### config.mk
export PLATFORM = sky130hd
export DESIGN_NAME = charis_control_fsm
export DESIGN_NICKNAME = d
export VERILOG_FILES = /design/src/rtl/charis_defs_pkg.sv /design/src/rtl/charis_opcode_decode.sv /design/src/rtl/charis_control_fsm.sv
export SDC_FILE = /design/constraint.sdc
export NUM_CORES = 1
export LEC_CHECK = 0
export BUFFER_PORTS_ARGS = -buffer_cell sky130_fd_sc_hd__clkbuf_2
export CAP_MARGIN = 20
export CORE_MARGIN = 2
export CORE_UTILIZATION = 34
export CTS_BUF_LIST = sky130_fd_sc_hd__clkbuf_16
export DETAILED_ROUTE_END_ITERATION = 16
export SETUP_SLACK_MARGIN = 0.05
export SYNTH_ARGS = -nofsm -noshare
export SYNTH_HDL_FRONTEND = slang
export SYNTH_HIERARCHICAL = 1
export SYNTH_SLANG_ARGS = --single-unit
### constraint.sdc
create_clock -name Clk -period 3.5 [get_ports Clk]
set_input_delay 0.175 -clock Clk [delete_from_list [all_inputs] [get_ports Clk]]
set_output_delay 0.175 -clock Clk [all_outputs]
set_load 0.01 [all_outputs]
### src/rtl/charis_defs_pkg.sv
// Shared CHARIS control definitions: opcode map, ALU function codes, immediate
// extension modes, FSM state encoding and the decoder's instruction-class flags.
package charis_defs_pkg;

  localparam int CHARIS_OPC_W  = 6;
  localparam int CHARIS_FUNC_W = 4;

  // CHARIS primary opcodes (Instr[31:26])
  localparam logic [5:0] OP_BEQ   = 6'b000000;
  localparam logic [5:0] OP_BNE   = 6'b000001;
  localparam logic [5:0] OP_LB    = 6'b000011;
  localparam logic [5:0] OP_SB    = 6'b000111;
  localparam logic [5:0] OP_LW    = 6'b001111;
  localparam logic [5:0] OP_SW    = 6'b011111;
  localparam logic [5:0] OP_RTYPE = 6'b100000;
  localparam logic [5:0] OP_ADDI  = 6'b110000;
  localparam logic [5:0] OP_ANDI  = 6'b110010;
  localparam logic [5:0] OP_ORI   = 6'b110011;
  localparam logic [5:0] OP_LI    = 6'b111000;
  localparam logic [5:0] OP_LUI   = 6'b111001;
  localparam logic [5:0] OP_B     = 6'b111111;

  localparam logic [3:0] ALU_ADD = 4'b0000;
  localparam logic [3:0] ALU_SUB = 4'b0001;
  localparam logic [3:0] ALU_AND = 4'b0010;
  localparam logic [3:0] ALU_OR  = 4'b0011;

  localparam logic [1:0] IMM_ZEXT     = 2'b00;
  localparam logic [1:0] IMM_SEXT     = 2'b01;
  localparam logic [1:0] IMM_HI16     = 2'b10;
  localparam logic [1:0] IMM_SEXT_SH2 = 2'b11;

  typedef enum logic [2:0] {
    S_IF   = 3'd0,
    S_DEC  = 3'd1,
    S_EXEC = 3'd2,
    S_MEM  = 3'd3,
    S_WB   = 3'd4,
    S_BR   = 3'd5,
    S_HALT = 3'd6
  } state_t;

  typedef struct packed {
    logic is_rtype;
    logic is_imm;
    logic is_load;
    logic is_store;
    logic is_branch;
    logic is_beq;
    logic is_bne;
    logic is_byte;
    logic illegal;
  } dec_flags_t;

  // True for any instruction that needs the data-memory cycle.
  function automatic logic needs_mem(input dec_flags_t f);
    return f.is_load | f.is_store;
  endfunction

endpackage

### src/rtl/charis_opcode_decode.sv
// Combinational CHARIS opcode classifier: turns the IR opcode into class flags
// plus the ALU function and immediate-extension mode used by the control FSM.
module charis_opcode_decode
  import charis_defs_pkg::*;
#(
  parameter int OPC_W  = CHARIS_OPC_W,
  parameter int FUNC_W = CHARIS_FUNC_W
) (
  input  logic [OPC_W-1:0]  opcode,
  input  logic [FUNC_W-1:0] funct,
  output dec_flags_t        flags,
  output logic [FUNC_W-1:0] alu_func,
  output logic [1:0]        imm_ctrl
);

  logic [5:0] opc_s;

  assign opc_s = 6'(opcode);

  // Opcode-to-class mapping; anything not listed is reported as illegal.
  always_comb begin
    flags    = '{default: 1'b0};
    alu_func = FUNC_W'(ALU_ADD);
    imm_ctrl = IMM_ZEXT;
    case (opc_s)
      OP_RTYPE: begin
        flags.is_rtype = 1'b1;
        alu_func       = funct;
      end
      OP_LI, OP_ADDI: begin
        flags.is_imm = 1'b1;
        imm_ctrl     = IMM_SEXT;
      end
      OP_LUI: begin
        flags.is_imm = 1'b1;
        imm_ctrl     = IMM_HI16;
      end
      OP_ANDI: begin
        flags.is_imm = 1'b1;
        alu_func     = FUNC_W'(ALU_AND);
      end
      OP_ORI: begin
        flags.is_imm = 1'b1;
        alu_func     = FUNC_W'(ALU_OR);
      end
      OP_LB: begin
        flags.is_load = 1'b1;
        flags.is_byte = 1'b1;
        imm_ctrl      = IMM_SEXT;
      end
      OP_LW: begin
        flags.is_load = 1'b1;
        imm_ctrl      = IMM_SEXT;
      end
      OP_SB: begin
        flags.is_store = 1'b1;
        flags.is_byte  = 1'b1;
        imm_ctrl       = IMM_SEXT;
      end
      OP_SW: begin
        flags.is_store = 1'b1;
        imm_ctrl       = IMM_SEXT;
      end
      OP_BEQ: begin
        flags.is_branch = 1'b1;
        flags.is_beq    = 1'b1;
        alu_func        = FUNC_W'(ALU_SUB);
        imm_ctrl        = IMM_SEXT_SH2;
      end
      OP_BNE: begin
        flags.is_branch = 1'b1;
        flags.is_bne    = 1'b1;
        alu_func        = FUNC_W'(ALU_SUB);
        imm_ctrl        = IMM_SEXT_SH2;
      end
      OP_B: begin
        flags.is_branch = 1'b1;
        alu_func        = FUNC_W'(ALU_SUB);
        imm_ctrl        = IMM_SEXT_SH2;
      end
      default: begin
        flags.illegal = 1'b1;
      end
    endcase
  end

endmodule

### src/rtl/charis_control_fsm.sv
// CHARIS multicycle control unit: latches IR in S_IF and sequences datapath enables.
// Build option: define CHARIS_ILLEGAL_TRAP_EN to trap illegal opcodes in S_HALT.
module charis_control_fsm
  import charis_defs_pkg::*;
#(
  parameter int OPC_W  = CHARIS_OPC_W,
  parameter int FUNC_W = CHARIS_FUNC_W
) (
  input  logic              Clk,
  input  logic              Reset,
  input  logic [31:0]       Instr,
  input  logic              ALU_Zero,
  output logic              PC_Sel,
  output logic              PC_LdEn,
  output logic              RF_WrEn,
  output logic              RF_B_sel,
  output logic              RF_WrData_sel,
  output logic              ALU_Bin_sel,
  output logic [FUNC_W-1:0] ALU_func,
  output logic [1:0]        Imm_Ctrl,
  output logic              MEM_WrEn,
  output logic              ByteOp,
  output logic              Illegal
);

  state_t            state_r;
  logic [31:0]       ir_r;
  dec_flags_t        flags_s;
  logic [FUNC_W-1:0] dec_func_s;
  logic [1:0]        dec_imm_s;
  logic              unused_ir_s;

  logic              pc_sel_r;
  logic              br_eq_r;
  logic              br_ne_r;
  logic              pc_ld_en_r;
  logic              rf_wr_en_r;
  logic              rf_b_sel_r;
  logic              rf_wrdata_sel_r;
  logic              alu_bin_sel_r;
  logic [FUNC_W-1:0] alu_func_r;
  logic [1:0]        imm_ctrl_r;
  logic              mem_wr_en_r;
  logic              byte_op_r;
  logic              illegal_r;

  charis_opcode_decode #(
    .OPC_W  (OPC_W),
    .FUNC_W (FUNC_W)
  ) u_decode (
    .opcode   (ir_r[31 -: OPC_W]),
    .funct    (ir_r[FUNC_W-1:0]),
    .flags    (flags_s),
    .alu_func (dec_func_s),
    .imm_ctrl (dec_imm_s)
  );

  // Register and immediate fields of IR are consumed by the datapath, not here.
  assign unused_ir_s = ^ir_r[31-OPC_W:FUNC_W];

  // State register, IR latch and registered outputs for the state being entered.
  always_ff @(posedge Clk or negedge Reset) begin
    if (!Reset) begin
      state_r         <= S_IF;
      ir_r            <= 32'h0000_0000;
      pc_sel_r        <= 1'b0;
      br_eq_r         <= 1'b0;
      br_ne_r         <= 1'b0;
      pc_ld_en_r      <= 1'b0;
      rf_wr_en_r      <= 1'b0;
      rf_b_sel_r      <= 1'b0;
      rf_wrdata_sel_r <= 1'b0;
      alu_bin_sel_r   <= 1'b0;
      alu_func_r      <= {FUNC_W{1'b0}};
      imm_ctrl_r      <= 2'b00;
      mem_wr_en_r     <= 1'b0;
      byte_op_r       <= 1'b0;
      illegal_r       <= 1'b0;
    end else begin
      pc_sel_r        <= 1'b0;
      br_eq_r         <= 1'b0;
      br_ne_r         <= 1'b0;
      pc_ld_en_r      <= 1'b0;
      rf_wr_en_r      <= 1'b0;
      rf_b_sel_r      <= 1'b0;
      rf_wrdata_sel_r <= 1'b0;
      alu_bin_sel_r   <= 1'b0;
      alu_func_r      <= {FUNC_W{1'b0}};
      imm_ctrl_r      <= 2'b00;
      mem_wr_en_r     <= 1'b0;
      byte_op_r       <= 1'b0;
      illegal_r       <= 1'b0;
      case (state_r)
        S_IF: begin
          ir_r    <= Instr;
          state_r <= S_DEC;
        end
        S_DEC: begin
          if (flags_s.is_branch) begin
            state_r    <= S_BR;
            alu_func_r <= dec_func_s;
            imm_ctrl_r <= dec_imm_s;
            rf_b_sel_r <= 1'b1;
            pc_ld_en_r <= 1'b1;
            pc_sel_r   <= ~(flags_s.is_beq | flags_s.is_bne);
            br_eq_r    <= flags_s.is_beq;
            br_ne_r    <= flags_s.is_bne;
          end else if (flags_s.illegal) begin
`ifdef CHARIS_ILLEGAL_TRAP_EN
            state_r   <= S_HALT;
            illegal_r <= 1'b1;
`else
            // Retire as a NOP: PC+4 without any register write.
            state_r    <= S_WB;
            pc_ld_en_r <= 1'b1;
`endif
          end else begin
            state_r       <= S_EXEC;
            alu_bin_sel_r <= ~flags_s.is_rtype;
            alu_func_r    <= dec_func_s;
            imm_ctrl_r    <= dec_imm_s;
          end
        end
        S_EXEC: begin
          if (needs_mem(flags_s)) begin
            state_r     <= S_MEM;
            byte_op_r   <= flags_s.is_byte;
            mem_wr_en_r <= flags_s.is_store;
            pc_ld_en_r  <= flags_s.is_store;
          end else begin
            state_r    <= S_WB;
            rf_wr_en_r <= flags_s.is_rtype | flags_s.is_imm;
            pc_ld_en_r <= 1'b1;
          end
        end
        S_MEM: begin
          if (flags_s.is_store) begin
            state_r <= S_IF;
          end else begin
            state_r         <= S_WB;
            rf_wr_en_r      <= flags_s.is_load;
            rf_wrdata_sel_r <= 1'b1;
            pc_ld_en_r      <= 1'b1;
          end
        end
        S_WB, S_BR: begin
          state_r <= S_IF;
        end
        S_HALT: begin
`ifdef CHARIS_ILLEGAL_TRAP_EN
          state_r   <= S_HALT;
          illegal_r <= 1'b1;
`else
          state_r <= S_IF;
`endif
        end
        default: begin
          state_r <= S_IF;
        end
      endcase
    end
  end

  // Conditional branches resolve against the zero flag of the S_BR compare.
  assign PC_Sel        = pc_sel_r | (br_eq_r & ALU_Zero) | (br_ne_r & ~ALU_Zero);
  assign PC_LdEn       = pc_ld_en_r;
  assign RF_WrEn       = rf_wr_en_r;
  assign RF_B_sel      = rf_b_sel_r;
  assign RF_WrData_sel = rf_wrdata_sel_r;
  assign ALU_Bin_sel   = alu_bin_sel_r;
  assign ALU_func      = alu_func_r;
  assign Imm_Ctrl      = imm_ctrl_r;
  assign MEM_WrEn      = mem_wr_en_r;
  assign ByteOp        = byte_op_r;
  assign Illegal       = illegal_r;

endmodule
Yosys cells after proc, flatten, opt, wreduce, memory -nomap -nowiden
Index checks and enable logic that the tools add are counted.
- flip-flop bits (word level): 51
- word-level logic and storage cells: 93
- equal/unequal tests: 15
- multiplexer cells: 45
- bitwise operators: 10
- reductions and logical operators: 9
- operators by type and width (operator ; count):
    $eq 6x6->1 const B ; 7
    $mux 1 ; 30
    $pmux 4 s4 ; 1
    $reduce_or 13->1 ; 1
    $mux 3 ; 4
    $mux 4 ; 3
    $pmux 3 s4 ; 1
    $eq 3x2->1 const B ; 2
    $eq 6x1->1 const B ; 1
    $eq 6x2->1 const B ; 1
    $eq 6x3->1 const B ; 1
    $eq 6x4->1 const B ; 1
    $eq 6x5->1 const B ; 1
    $logic_not 6->1 ; 1
    $mux 2 ; 3
    $pmux 2 s3 ; 1
    $reduce_or 2->1 ; 3
    $reduce_or 6->1 ; 1
    $or 1x1->1 ; 5
    $reduce_or 5->1 ; 1
    $eq 3x1->1 const B ; 1
    $logic_not 3->1 ; 1
    $not 1->1 ; 3
    $pmux 1 s3 ; 1
    3 further kinds ; 4

Depth between registers and ports, before layout
Gate-level depths: netlist of run 1.
- word-level depth: 6
- mapped depth: 8
- gate-level depth less buffers: 7

Modules after synthesis
Netlist of run 1, hierarchy kept.
- modules (own cells, without submodules) (module ; instances ; cells an instance ; area each (um^2)):
    charis_control_fsm ; 1 ; 83 ; 1131.1
    charis_opcode_decode ; 1 ; 48 ; 324.1

Least setup slack after synthesis of run 1
No wires, ideal clock.
- path type: flip-flop to flip-flop
- start point: register ir_r[29]
- end point: register state_r[1]
- setup time: 0.078 ns
- arrival time: 1.865 ns
- required time: 3.422 ns
- slack: 1.557 ns
- stages on the path, launching flop included: 8
- path buffers: 1
- path through: dfrtp_1 > buf_4 > and2_1 > nor2_1 > nor4b_2 > nor2_1 > or3b_2 > a21oi_1
- RTL lines (what ; line ; text):
    start, declared ; charis_control_fsm.sv:27 ; logic [31:0] ir_r;
    start signal, assigned ; charis_control_fsm.sv:95 ; ir_r <= Instr;
    end signal, assigned ; charis_control_fsm.sv:64 ; state_r <= S_IF;
    end signal, assigned ; charis_control_fsm.sv:96 ; state_r <= S_DEC;
    end signal, assigned ; charis_control_fsm.sv:100 ; state_r <= S_BR;
    end, declared ; charis_control_fsm.sv:26 ; state_t state_r;

==> results_dict.tcl, run 1 <==
set metrics [dict create \
    fin_worst_skew_ps 5.48 \
    place_area_mm2 0.00157 \
    core_mm2 0.00406 \
    ys_ff_latch 29 \
    total_power_mw 1.51 \
    finalSetupViolations 0 \
    grt_pass1_wl_mm 4.64 \
    ys_seq_area_frac 0.499 \
    synthesis.area_mm2 0.00146 \
    path_clk_slew_ps 50 \
    ioPinCount 50 \
    rsz0062_at_grt "false" \
    cts_setup_buffers 0 \
    portBuffers 26 \
    clock_sinks 29 \
    start_util 0.359 \
    intPower_uw 962 \
    worstPathCellList "and2_1 > nor2_1 > nor4b_2 > nor2_1 > or3b_2 > a21oi_1" \
    drtAntennaViolNets 0 \
    maxSlewViolCount 0 \
    syn_area_per_cell_um2 11.1 \
    cts_max_level 2 \
    synth.top_cell.area_share 0.499 \
    timing.final.crit_share 0.657 \
    diodes 0 \
    drt_iter0_drc 49 \
    rows 23 \
    clockPowerShare 0.255 \
    fillers 395 \
    dp_hpwl_mm 1.87 \
    wl_mm 2.56 \
    cts_tree "built" \
    hold_viol 0 \
    slowest_stage "dfrtp_1" \
    holdWs_ps 135 \
    firstDrtPassIters 4 \
    num_vias 1018 \
    cp_max_fo 14 \
    hold_class "input pin to flop" \
    period_needed_ps 2300 \
    worst_pin_slew_ps 676 \
    seq_power_share 0.402 \
    cp-end-kind "flop" \
    synth_area_leader_cell "dfrtp_1" \
    clock_path_buffers 2 \
    area_growth_pct 18.1 \
    outcome "finished clean" \
    die_area_mm2 0.00482 \
    cp-start-kind "flop" \
    fin_nets 191 \
    antenna_found_initial 0 \
    dpl_worst_slack_ps 1230 \
    worstSkewPairLatency_ps 270 \
    ir_worst_vdd_mv 0.411 \
    slowest_delay_ps 600 \
    place.gp.congestion 0.835 \
    grt-ovfl-total 0 \
    final_cell_area_mm2 0.00172 \
    viasPerCell 4.92 \
    wl_per_cell_um 12.4 \
    power_density_mw_per_mm2 881 \
    maxCapViolCount 0 \
    swShare 0.364 \
    grt_max_degree 30 \
    crit_type "flop to flop" \
    drc 0 \
    synth_area_leaders "dfrtp_1 (50%), mux2_2 (7.7%), and2_1 (4.7%)" \
    synth.distinct_cells 41 \
    cts_buffers 5 \
    worst_slack_ps 1200 \
    required_ps 3690 \
    die_w_um 69.4 \
    max_slew_margin 0.549 \
    p_switching_uw 551 \
    p_leak_nw 0.791 \
    grt_pass1_vias 998 \
    grt_util_all_layers 0.121 \
    synthCells 131 \
    root_buffer "clkbuf_16" \
    fmax_mhz 435 \
    layout-drive-gt1-share 0.338 \
    worstPathArrival_ps 2490 \
    combPwrFrac 0.344 \
    crit_top_cell "nor2_1" \
    syn_nets 166 \
    fin_setup_tns_ps 0 \
    die_h_um 69.4 \
    ys_warn_count 6 \
]
==> layout make-up <==
| class | instances | area [um2] | share of cell area |
|---|---|---|---|
| sequential | 29 | 726 | 0.422 |
| multi-input combinational | 92 | 648 | 0.377 |
| timing repair buffer | 27 | 140 | 0.0816 |
| clock buffer | 5 | 125 | 0.0728 |
| tap | 50 | 62.6 | 0.0364 |
| clock inverter | 3 | 12.5 | 0.00728 |
| inverter | 1 | 3.75 | 0.00218 |
==> power groups by stage <==
| stage | Clock, mW | Combinational [mW] | Sequential [mW] |
|---|---|---|---|
| CTS | 0.397 | 0.525 | 0.607 |
| finish | 0.385 | 0.520 | 0.608 |
| floorplan | 0 | 0.553 | 0.509 |
| global route | 0.416 | 0.583 | 0.635 |
| detailed placement | 0 | 0.522 | 0.610 |
| global placement | 0 | 0.513 | 0.603 |
==> cell families after synthesis <==
kind of cell	count (synthesis)	share of synthesized area
DFF	29	0.499
other	1	0.00258
AOI/OAI and AO/OA	22	0.113
muxes	10	0.0774
and+or+nand+nor	58	0.247
xor gates and xnor gates	1	0.00602
buffers and inverters	10	0.0559
==> state kept, by name, indices dropped and copies added, names as in the netlist <==
| name | flops |
|---|---|
| ALU_Bin_sel | 1 |
| ALU_func | 4 |
| ByteOp | 1 |
| Imm_Ctrl | 2 |
| MEM_WrEn | 1 |
| PC_LdEn | 1 |
| RF_B_sel | 1 |
| RF_WrData_sel | 1 |
| RF_WrEn | 1 |
| br_eq_r | 1 |
| br_ne_r | 1 |
| ir_r | 10 |
| pc_sel_r | 1 |
| state_r | 3 |
==> per-layer routing <==
| metal | routed length, um | global-route usage | vias to the layer above |
|---|---|---|---|
| met5 | 0 | 0 | - |
| met4 | 61 | 0.0610 | 0 |
| met3 | 165 | 0.0494 | 9 |
| met2 | 1190 | 0.181 | 31 |
| met1 | 1140 | 0.152 | 465 |
| li1 | - | - | 513 |
==> metrics by stage <==
| stage | util | cells |
|---|---|---|
| floorplan | - | 131 |
| global placement | 0.387 | 198 |
| detailed placement | 0.387 | 198 |
| CTS | 0.423 | 207 |
| global route | 0.423 | 207 |
| finish | 0.423 | 207 |
==> Yosys cell counts (all sizes together) <==
library cell / number
a2111oi: 1
a211o: 2
a211oi: 2
a21bo: 1
a21oi: 5
a22o: 2
a31oi: 1
and2: 11
and3: 3
buf: 9
conb: 1
dfrtp: 29
inv: 1
mux2: 10
nand2: 6
nand2b: 3
nand3b: 1
nand4: 1
nor2: 13
nor2b: 3
nor3: 5
nor3b: 3
nor4: 4
nor4b: 2
o21a: 1
o21ai: 4
o21ba: 1
o22ai: 1
o31ai: 1
or3: 1
or3b: 2
xor2: 1
==> layout by cell type (no fill, tap or decap), types with 2 or more instances in the layout <==
master     instances
dfrtp_1           29
clkbuf_2          26
and3_1             2
clkinv_1           2
a21oi_1            4
a211oi_1           2
nor3b_1            3
and2_1            11
nand2b_1           3
clkbuf_16          5
nor2b_1            3
nor4_1             4
mux2_2            10
o21ai_1            2
a211o_1            2
nor3_1             4
nor2_1            11
o21ai_0            2
nand2_1            6
nor2_2             2
a22o_1             2
==> repair_timing <==
| item | CTS | global route |
|---|---|---|
| gates resized for setup | 0 | 0 |
| endpoints found under the hold margin | 29 | 0 |
| endpoints found under the setup margin | 0 | 0 |
| hold buffers | 1 | 0 |
==> critical path, delay by kind of cell (launching register included) <==
family,cells,cell delay [ps]
flops,1,600
compound gates,1,150
simple gates,5,1470
==> path summary, 6_finish.rpt <==
path                            cells past startpoint    endpoint      start  slack, ps
worst min register to register                      1     ir_r[2]    ir_r[2]        500
max in group asynchronous                           2    pc_sel_r      Reset       2580
min in group asynchronous                           2    ir_r[29]      Reset        480
worst max register to register                      6  state_r[1]   ir_r[29]       1200
worst max-delay path                                6  state_r[1]   ir_r[29]       1200
worst min-delay path                                2    ir_r[28]  Instr[28]        140
Power figures use the tool's default switching activity.
==> run 2, diff against run 1 <==
clock period = 1.9 ns   (was 3.5 ns; I/O delays follow)
==> run 2 against run 1 <==
Clock skew is 3.3 ps lower. Utilization is 3.1 points higher. Critical path depth stayed put. Routed wire length is 9.4% higher. Sequential power is 78% higher. Critical endpoint unchanged.
==> results_dict.tcl, run 2 (synthesis results as in run 1) <==
set metrics [dict create \
    drc 0 \
    cp-start-kind "flop" \
    cts_setup_buffers 0 \
    largest_reg_flops 10 \
    area_growth_pct 26.7 \
    period_needed_ps 1750 \
    swShare 0.368 \
    cp-end-kind "flop" \
    rows 23 \
    intPower_mw 1.95 \
    cp_max_fo 9 \
    antenna_found_initial 0 \
    clock_sinks 29 \
    fin_setup_tns_ps 0 \
    worstSkewPairLatency_ps 270 \
    portBuffers 26 \
    grt_util_all_layers 0.135 \
    wl_per_cell_um 12.9 \
    cts_tree "built" \
    fin_worst_skew_ps 2.23 \
    die_w_um 69.4 \
    clock_path_buffers 2 \
    seq_power_share 0.350 \
    maxSlewViolCount 0 \
    grt-ovfl-total 0 \
    required_ps 2090 \
    worst_pin_slew_ps 690 \
    viasPerCell 4.82 \
    die_area_mm2 0.00482 \
    wl_mm 2.80 \
    grt_pass1_wl_mm 5.13 \
    die_h_um 69.4 \
    start_util 0.359 \
    rsz0062_at_grt "false" \
    hold_class "input pin to flop" \
    ioPinCount 50 \
    timing.final.crit_share 0.921 \
    crit_type "flop to flop" \
    r2r_slack_ps 150 \
    regMostFlops "ir_r" \
    core_mm2 0.00406 \
    cts_buffers 5 \
    place.gp.congestion 0.860 \
    num_vias 1047 \
    p_switching_mw 1.14 \
    firstDrtPassIters 4 \
    path_clk_slew_ps 50 \
    grt_pass1_vias 1059 \
    worstPathArrival_ps 1940 \
    combPwrFrac 0.416 \
    outcome "finished clean" \
    ir_worst_vdd_mv 0.765 \
    power_density_mw_per_mm2 1670 \
    final_common_cell "clkbuf_2" \
    clockPowerShare 0.234 \
    dp_hpwl_mm 2.02 \
    maxCapViolCount 0 \
    root_buffer "clkbuf_16" \
    layout_common_cells "clkbuf_2 (26), dfrtp_1 (25), nor2_1 (11)" \
    layout-drive-gt1-share 0.443 \
    grt_max_degree 30 \
    fin_nets 201 \
    cts_max_level 2 \
    fmax_mhz 571 \
    finalSetupViolations 0 \
    max_slew_margin 0.540 \
    drt_iter0_drc 26 \
    holdWs_ps 53.4 \
    p_leak_nw 0.858 \
    diodes 0 \
    hold_viol 0 \
    drtAntennaViolNets 0 \
]
==> run 2: metrics by stage <==
step / instances / setup slack [ps] / area [um2] / util / total power [mW]
global placement: 208 / 73.7 / 1660 / 0.409 / 2.23
floorplan: 131 / 51.6 / 1470 / - / 2.00
finish: 217 / 150 / 1840 / 0.455 / 3.08
CTS: 217 / 56.0 / 1810 / 0.447 / 3.02
global route: 217 / 75.8 / 1840 / 0.455 / 3.31
detailed placement: 208 / 30.8 / 1660 / 0.409 / 2.28
==> run 2: layout make-up <==
cell class / count / area [um2]
Clock buffer: 5 / 125
Clock inverter: 3 / 13.8
Fill cell: 390 / 2210
Inverter: 1 / 3.75
Multi-Input combinational cell: 92 / 693
Sequential cell: 29 / 731
Tap cell: 50 / 62.6
Timing Repair Buffer: 37 / 215
==> run 2: final timing paths <==
check / startpoint / end / cells after the start
worst max-delay path: ir_r[30] / state_r[1] / 6
worst min-delay path: Instr[31] / ir_r[31] / 2
worst max register to register: ir_r[30] / state_r[1] / 6
worst min register to register: ir_r[2] / ir_r[2] / 1
max in group asynchronous: Reset / ir_r[30] / 2
min in group asynchronous: Reset / ir_r[27] / 2
==> run 2: timing repair <==
item | CTS | global route
endpoints found under the setup margin | 1 | 12
hold buffers | 1 | 0
gates resized for setup | 2 | 9
gates cloned | 0 | 0
endpoints found under the hold margin | 29 | 0
==> run 2: critical path, cell delays in order, from the launching register on <==
cell and delay (ps):
dfrtp_2 450, and2_4 190, nor2_1 60, nor4b_4 280, nor2_1 80, or3b_2 440, a21oi_1 170
==> run 2: power by group through the flow <==
stage,registers [mW],logic (mW),clock network [mW]
2_1_floorplan,0.940,1.06,0
3_3_place_gp,1.05,1.18,0
3_5_place_dp,1.06,1.22,0
4_1_cts,1.06,1.23,0.738
5_1_grt,1.12,1.42,0.768
6_report,1.08,1.28,0.722
==> run 2: routing by layer <==
metal  part of all wire  vias up  routed length [um]  global-route usage
met5                  0        -                   0                   0
met4              0.025        0                  70              0.0784
met3              0.061        9                 171              0.0523
met2               0.45       27                1260               0.196
met1               0.46      484                1300               0.171
li1                   -      527                   -                   -
==> run 3, diff against run 2 <==
CELL_PAD_IN_SITES_DETAIL_PLACEMENT = 2   (was not set)
CELL_PAD_IN_SITES_GLOBAL_PLACEMENT = 2   (was not set)
CORE_UTILIZATION = 27   (was 34)
PLACE_DENSITY_LB_ADDON = 0.1   (was not set)
==> run 3 against run 2 <==
Clock skew grew 0.65 ps. Non-clock buffer count grew 2. Sequential share of layout area shrank 0.74 points. Combinational power grew 8%. Global-route usage shrank 0.43 points. Cell count grew 10%. Fmax grew 1.7%. First-iteration DRC count grew 7.7%. Via count grew 6.8%. Power grew 2.4%. Clock power is essentially flat.
==> results_dict.tcl, run 3 (synthesis results as in run 1) <==
set metrics [dict create \
    outcome "finished clean" \
    fmax_mhz 581 \
    wl_mm 3.60 \
    clock_sinks 29 \
    regMostFlops "ir_r" \
    fin_worst_skew_ps 2.88 \
    worstReg2RegStart "ir_r[31]" \
    worstSkewPairLatency_ps 270 \
    worst_pin_slew_ps 736 \
    rsz0062_at_grt "false" \
    grt.busiest_layer "met2" \
    dp_hpwl_mm 2.56 \
    maxSlewViolCount 0 \
    firstDrtPassIters 2 \
    slowest_delay_ps 470 \
    hold_class "input pin to flop" \
    wl_per_cell_um 15.1 \
    final_common_cell "clkbuf_2" \
    rows 26 \
    worstPathArrival_ps 1920 \
    r2r_slack_ps 180 \
    worstPathCellList "buf_4 > nor4_2 > nor2_1 > or3b_2 > a21oi_1" \
    layout_common_cells "clkbuf_2 (26), dfrtp_1 (25), buf_4 (12)" \
    clock_path_buffers 2 \
    ff2ff_path_depth 5 \
    die_w_um 77.4 \
    cp_max_fo 10 \
    timing.final.crit_share 0.906 \
    viasPerCell 4.68 \
    grt_max_degree 30 \
    layout-drive-gt1-share 0.456 \
    grtUsageMet3 0.0372 \
    required_ps 2100 \
    cts_buffers 5 \
    area_growth_pct 29.1 \
    root_buffer "clkbuf_16" \
    hold_path_depth 2 \
    crit_type "flop to flop" \
    antenna_found_initial 0 \
    fin_nets 203 \
    grt-ovfl-total 0 \
    ioPinCount 50 \
    grt_util_all_layers 0.131 \
    grt_pass1_wl_mm 6.07 \
    cts_max_level 2 \
    p_leak_nw 0.862 \
    ir_worst_vdd_mv 0.584 \
    fin_util 0.366 \
    diodes 0 \
    num_vias 1118 \
    path_clk_slew_ps 50 \
    cp-start-kind "flop" \
    slowest_stage "dfrtp_2" \
    r2r_end "state_r[1]" \
    period_needed_ps 1720 \
    portBuffers 26 \
    crit_path_start "ir_r[31]" \
    die_area_mm2 0.00599 \
    place_area_mm2 0.00169 \
    core_mm2 0.00514 \
    hold_viol 0 \
    power_density_mw_per_mm2 1680 \
    critPathBufInv 1 \
    start_util 0.283 \
    drt_iter0_drc 28 \
    crit_end "state_r[1]" \
    largest_reg_flops 10 \
    place.gp.congestion 0.766 \
    final_cell_area_mm2 0.00188 \
    cp-end-kind "flop" \
    fin_setup_tns_ps 0 \
    maxCapViolCount 0 \
    max_slew_margin 0.509 \
    crit_cells 5 \
    grt_util_met1 0.164 \
    drtAntennaViolNets 0 \
    grt_pass1_vias 1196 \
    critical-path-top-delay-family "simple AND/OR/NAND/NOR gates" \
    cts_tree "built" \
    die_h_um 77.4 \
    met2_usage 0.215 \
    finalSetupViolations 0 \
    drc 0 \
]
==> run 3: worst min-delay path by stage <==
stage,slack [ps],start,end
after global routing,60,Instr[26],ir_r[26]
after global placement,180,Reset,ALU_func[3]
after CTS,50,Instr[28],ir_r[28]
after floorplan,-200,Reset,ALU_Bin_sel
final,50,Instr[28],ir_r[28]
after detailed placement,200,Reset,ALU_func[1]
==> run 3: per-stage QoR <==
step | power, mW | setup WS [ps] | hold slack [ps] | std cells
final | 3.15 | 178 | 51.7 | 239
after global routing | 3.41 | 46.3 | 56.8 | 239
after CTS | 3.12 | 88.6 | 47.7 | 237
after detailed placement | 2.36 | 23.3 | 197 | 228
after global placement | 2.30 | 80.7 | 176 | 228
after floorplan | 2.00 | 51.6 | -201 | 131
==> run 3: what timing repair did <==
action                                  CTS  global route
hold buffers                              1             0
buffers inserted                          0             2
endpoints found under the hold margin    29             0
gates cloned                              0             0
endpoints found under the setup margin   10            15
resized for setup                         3             7
==> run 3: area by class of cell <==
cell class / count / area, um2
Clock inverter: 3 / 13.8
Multi-Input combinational cell: 92 / 688
Tap cell: 70 / 87.6
Sequential cell: 29 / 731
Timing Repair Buffer: 39 / 230
Fill cell: 580 / 3260
Clock buffer: 5 / 125
Inverter: 1 / 3.75
==> run 3: layer usage <==
metal / vias to the layer above / part of all wire
li1: 531 / -
met1: 562 / 0.46
met2: 20 / 0.49
met3: 5 / 0.036
met4: 0 / 0.0092
met5: - / 0
==> run 3: report_power, final <==
part           leakage [nW]  internal, mW  total [mW]  switching, mW
Sequential            0.373         0.810        1.05          0.242
Combinational         0.414         0.688        1.38          0.690
Clock                0.0748         0.473       0.724          0.251
